==> src/rtl/store_buffer.sv <==
// store_buffer: posted-write FIFO between the core store port and dmem, with store-to-load forwarding.
// Define STORE_BUF_COALESCE_EN to merge a same-word store into the youngest pending entry.
module store_buffer #(
   parameter int DEPTH = 4,
   parameter int AW    = 32,
   parameter int DW    = 32
) (
   input  logic                     clk,
   input  logic                     reset,
   input  logic                     memwrite,
   input  logic [AW-1:0]            dataadr,
   input  logic [DW-1:0]            writedata,
   output logic                     full,
   input  logic [AW-1:0]            ld_addr,
   output logic                     fwd_hit,
   output logic [DW-1:0]            fwd_data,
   output logic                     mem_we,
   output logic [AW-1:0]            mem_addr,
   output logic [DW-1:0]            mem_wdata,
   input  logic                     mem_ready,
   output logic                     overflow,
   output logic [$clog2(DEPTH):0]   count
);

   localparam int PW = $clog2(DEPTH);
   localparam int CW = PW + 1;

   logic [AW-1:0] addr_q [DEPTH];
   logic [DW-1:0] data_q [DEPTH];
   logic [PW-1:0] wr_ptr_q, wr_ptr_d;
   logic [PW-1:0] rd_ptr_q, rd_ptr_d;
   logic [CW-1:0] count_q, count_d;
   logic          overflow_q, overflow_d;
   logic          drain_s, enq_s, coal_s, wr_en_s;
   logic [PW-1:0] wr_idx_s;
   logic [PW-1:0] fwd_idx_s;

   // Word-granular compare; byte-offset bits are shifted out.
   function automatic logic word_match(input logic [AW-1:0] a, input logic [AW-1:0] b);
      return ((a ^ b) >> 2) == {AW{1'b0}};
   endfunction

   assign full      = (count_q == CW'(DEPTH));
   assign mem_we    = (count_q != {CW{1'b0}});
   assign mem_addr  = mem_we ? addr_q[rd_ptr_q] : {AW{1'b0}};
   assign mem_wdata = mem_we ? data_q[rd_ptr_q] : {DW{1'b0}};
   assign overflow  = overflow_q;
   assign count     = count_q;
   assign drain_s   = mem_we & mem_ready;

`ifdef STORE_BUF_COALESCE_EN
   logic [PW-1:0] tail_s;
   assign tail_s   = wr_ptr_q - PW'(1);
   // The head leaving this cycle cannot absorb a store; it would be lost.
   assign coal_s   = memwrite & mem_we & word_match(addr_q[tail_s], dataadr)
                     & ~(drain_s & (count_q == CW'(1)));
   assign wr_idx_s = coal_s ? tail_s : wr_ptr_q;
`else
   assign coal_s   = 1'b0;
   assign wr_idx_s = wr_ptr_q;
`endif

   assign enq_s   = memwrite & ~full & ~coal_s;
   assign wr_en_s = enq_s | coal_s;

   // Next-state for pointers, occupancy and the sticky overflow flag.
   always_comb begin
      wr_ptr_d   = wr_ptr_q;
      rd_ptr_d   = rd_ptr_q;
      count_d    = count_q;
      overflow_d = overflow_q;
      if (enq_s) wr_ptr_d = wr_ptr_q + PW'(1);
      else       wr_ptr_d = wr_ptr_q;
      if (drain_s) rd_ptr_d = rd_ptr_q + PW'(1);
      else         rd_ptr_d = rd_ptr_q;
      case ({enq_s, drain_s})
         2'b10:   count_d = count_q + CW'(1);
         2'b01:   count_d = count_q - CW'(1);
         default: count_d = count_q;
      endcase
      if (memwrite & full & ~coal_s) overflow_d = 1'b1;
      else                           overflow_d = overflow_q;
   end

   // Forwarding scan oldest to youngest so the youngest match wins.
   always_comb begin
      fwd_hit   = 1'b0;
      fwd_data  = {DW{1'b0}};
      fwd_idx_s = rd_ptr_q;
      for (int k = 0; k < DEPTH; k++) begin
         fwd_idx_s = rd_ptr_q + PW'(k);
         if ((CW'(k) < count_q) && word_match(addr_q[fwd_idx_s], ld_addr)) begin
            fwd_hit  = 1'b1;
            fwd_data = data_q[fwd_idx_s];
         end else begin
            fwd_hit  = fwd_hit;
            fwd_data = fwd_data;
         end
      end
   end

   // Control state register with synchronous reset.
   always_ff @(posedge clk) begin
      if (reset) begin
         wr_ptr_q   <= {PW{1'b0}};
         rd_ptr_q   <= {PW{1'b0}};
         count_q    <= {CW{1'b0}};
         overflow_q <= 1'b0;
      end else begin
         wr_ptr_q   <= wr_ptr_d;
         rd_ptr_q   <= rd_ptr_d;
         count_q    <= count_d;
         overflow_q <= overflow_d;
      end
   end

   // Entry storage; validity comes from count, so no reset is needed here.
   always_ff @(posedge clk) begin
      if (wr_en_s) begin
         addr_q[wr_idx_s] <= dataadr;
         data_q[wr_idx_s] <= writedata;
      end
   end

endmodule

==> config.mk <==
export PLATFORM = sky130hd
export DESIGN_NAME = store_buffer
export DESIGN_NICKNAME = d
export VERILOG_FILES = /design/src/rtl/store_buffer.sv
export SDC_FILE = /design/constraint.sdc
export NUM_CORES = 1
export LEC_CHECK = 0
export BUFFER_PORTS_ARGS = -buffer_cell sky130_fd_sc_hd__buf_2
export CAP_MARGIN = 10
export CORE_MARGIN = 2
export CORE_UTILIZATION = 60
export DETAILED_ROUTE_END_ITERATION = 12
export HOLD_SLACK_MARGIN = 0.06
export PLACE_DENSITY = 0.87
export SLEW_MARGIN = 20
export SYNTH_ARGS = -nofsm -noshare
export SYNTH_HDL_FRONTEND = slang
export SYNTH_SLANG_ARGS = --single-unit
==> constraint.sdc <==
create_clock -name clk -period 3.88 [get_ports clk]
set_input_delay 0.194 -clock clk [delete_from_list [all_inputs] [get_ports clk]]
set_output_delay 0.194 -clock clk [all_outputs]
set_load 0.01 [all_outputs]
==> results.sh <==
export IMPL_route_detailed_drc=0
export IMPL_vias_per_cell=6.64
export IMPL_gr_total_overflow=0
export IMPL_crit_path_start_kind="flop"
export IMPL_cts_tree="done"
export IMPL_cts_buffer_depth=3
export IMPL_syn_to_final_growth_pct=23.3
export IMPL_drtPass1Iterations=5
export IMPL_path_clk_slew_ns=0.06
export IMPL_status="complete, but fails checks"
export IMPL_worstPathArrival_ns=3.99
export IMPL_rsz0062_at_grt="yes"
export IMPL_hold_class="primary input to flop"
export IMPL_drive_gt1_share_pct=36.1
export IMPL_routabilityCongestion=1.02
export IMPL_avgSynthCellArea_sq_um=12.7
export IMPL_clock_latency_ns=0.57
export IMPL_ys_top_cells_by_count="edfxtp_1 (256), mux2i_1 (197), mux4_2 (99)"
export IMPL_power_density_nw_per_um2=582
export IMPL_synth_seq_area_share_pct=44.8
export IMPL_stdcell_count=2074
export IMPL_io_pins=203
export IMPL_die_area_sq_um=30700
export IMPL_critPathCaptureType="primary output"
export IMPL_hold_slack_ns=0.103
export IMPL_grt_total_usage_pct=34.8
export IMPL_fin_crit_sh_pct=108
export IMPL_crit_fanout=8
export IMPL_place_inst=1908
export IMPL_wl_per_cell_microns=26.3
export IMPL_async_flop_share_pct=0
export IMPL_wl_microns=54400
export IMPL_grt_max_degree=99
export IMPL_start_util_pct=61.2
export IMPL_first_global_vias=13782
export IMPL_yosys_warnings=0
export IMPL_syn_nets=1493
export IMPL_fmaxAchievable_mhz=239
export IMPL_dp_final_hpwl_microns=35300
export IMPL_die_width_microns=175
export IMPL_cts_buffers=28
export IMPL_final_antenna_net_count=0
export IMPL_slew_viol_final=0
export IMPL_max_vdd_ir_drop_mv=0.680
export IMPL_seqCellArea_sq_um=7900
export IMPL_min_period_ns=4.19
export IMPL_leakage_nw=7.84
export IMPL_fin_skew_ns=0.00886
export IMPL_drtIter0Drc=1852
export IMPL_critPathSlowestCell="or4_4"
export IMPL_vias=13780
export IMPL_grt_pass1_wl_microns=81500
export IMPL_failed_checks="setup timing"
export IMPL_yosys_area_top_type="edfxtp_1"
export IMPL_setup_viol=33
export IMPL_synth_most_common_cell="edfxtp_1"
export IMPL_synth_ff_type="edfxtp_1"
export IMPL_worstPathCellList="buf_12, buf_12, buf_6, mux2i_2, mux2_4, a2bb2oi_2, o221ai_2, or4_4, a2111oi_4, o21ai_4, clkbuf_16, o221ai_2, o21a_1, buf_2"
export IMPL_syn_instance_count=1384
export IMPL_final_nets=1774
export IMPL_synth_cell_types=60
export IMPL_antenna_found_initial=4
export IMPL_crit_required_ns=3.69
export IMPL_fillers=1749
export IMPL_tightest_slew_ns=0.949
export IMPL_synth_area_top_cells="edfxtp_1 (44%), mux4_2 (13%), mux2i_1 (11%)"
export IMPL_synth_top_cell_area_share_pct=43.7
export IMPL_max_cap_violations=0
export IMPL_numPortBuffers=200
export IMPL_synth_seq_cells=266
export IMPL_fp_row_count=62
export IMPL_netlist_area_sq_um=17600
export IMPL_cts_max_level=1
export IMPL_multi_input_area_sq_um=9360
export IMPL_path_class="flop to primary output"
export IMPL_numClockSinks=266
export IMPL_slew_headroom_pct=36.7
export IMPL_hold_viol=0
export IMPL_die_h_microns=175
export IMPL_core_area_sq_um=28800
export IMPL_setup_ws_ns=-0.307
export IMPL_clock_root_buffer="clkbuf_16"
export IMPL_cpPeakStageDelay_ns=0.57
export IMPL_synth_edf_count=256
## area by class of cell
class	instances	share of cell area, %
multi-input cells	958	43.1
flip-flops and latches	266	36.4
repair buffers	370	13.3
clock inverters	16	0.853
diodes	5	0.0576
clock buffers	34	3.33
well taps	384	2.21
inverters	41	0.709
## worst paths after layout
path / startpoint / endpoint / slack (ns) / depth (start not counted)
max: flop / fwd_data[26] / -0.31 / 14
min: mem_ready / rd_ptr_q[0] / 0.10 / 4
max reg2reg: count[0] / addr_q[3][17] / 1.09 / 6
min reg2reg: wr_idx_s[0] / wr_idx_s[0] / 0.61 / 2
## layout by cell type (no fill, tap or decap), types with 6 or more instances in the layout
master         count
buf_6             12
clkbuf_1           6
ha_1               9
mux2i_1          166
buf_2            193
buf_12            16
a211oi_1           7
mux2i_2           26
mux4_2            99
xnor2_1           50
o22ai_1           10
xor2_1            23
edfxtp_1         256
dfxtp_1            6
dlygate4sd3_1     67
nor4_1             9
clkbuf_16         31
nand4_1           17
inv_1             40
nand3_1           14
mux2_2            56
xnor2_2            6
o221ai_2          29
nand2_1           57
nor3_1             8
a21oi_1           50
and2_1            43
mux2i_4            8
o21ai_0           46
buf_4             71
nor2_1            93
o21a_1            33
mux2_4             7
## metrics by stage
| step | setup slack (ns) | util [%] | setup TNS, ns | area (sq um) | power [mW] |
|---|---|---|---|---|---|
| floorplan | 0.588 | - | 0 | 17600 | 7.50 |
| global placement | 0.189 | 66.2 | 0 | 19000 | 8.98 |
| detailed placement | 0.144 | 66.2 | 0 | 19000 | 9.13 |
| CTS | -0.278 | 74.1 | -8.29 | 21300 | 12.3 |
| global route | -0.379 | 75.4 | -11.42 | 21700 | 13.1 |
| finish | -0.307 | 75.4 | -8.72 | 21700 | 12.6 |
## where the power goes
group	switching, mW	internal [mW]	total, mW	leakage, nW
Combinational	3.37	2.92	6.29	4.98
Sequential	0.225	3.43	3.66	2.43
Clock	1.15	1.53	2.68	0.431
## worst max-delay path: cells and delay by family, from the launching register on
kind                   cells  cell delay [ns]
DFF                        1             0.38
AOI/OAI and AO/OA          6             1.22
muxes                      2             0.48
and+or+nand+nor            1             0.57
buffers and inverters      5             0.76
## registers in the layout (all words and copies together), names as in the netlist, named ones only
name and cells:
data_q 128, overflow 1, addr_q 128, wr_idx_s 2
count 3, rd_ptr_q 2
## cell families (layout without fill, tap and decap cells)
group	Yosys count	in the layout	share of synthesized area, %
other	0	5	0
adder cells (fa/ha/maj)	9	9	0.640
AND/OR/NAND/NOR	267	267	7.30
XOR/XNOR	86	86	4.28
buffers and inverters	160	461	4.56
flip-flops	266	266	44.8
AO/OA/AOI/OAI	234	234	10.3
multiplexers	362	362	28.1
## routing by layer
| metal | part of all wire, % | vias up | GRT usage (%) |
|---|---|---|---|
| met5 | 0 | - | 0 |
| met4 | 4.4 | 0 | 13.6 |
| met3 | 10 | 188 | 6.58 |
| met2 | 48 | 868 | 56.7 |
| met1 | 38 | 6788 | 46.5 |
| li1 | - | 5936 | - |
## timing repair
item                       in CTS  in global routing
setup endpoints to repair      33                 33
pin swaps                      23                 17
hold endpoints to repair      266                  0
cloned                          6                  2
buffers inserted               28                  9
hold buffers                   67                  0
resized for setup              53                 58
No activity file was read; power rests on OpenSTA's default activity.
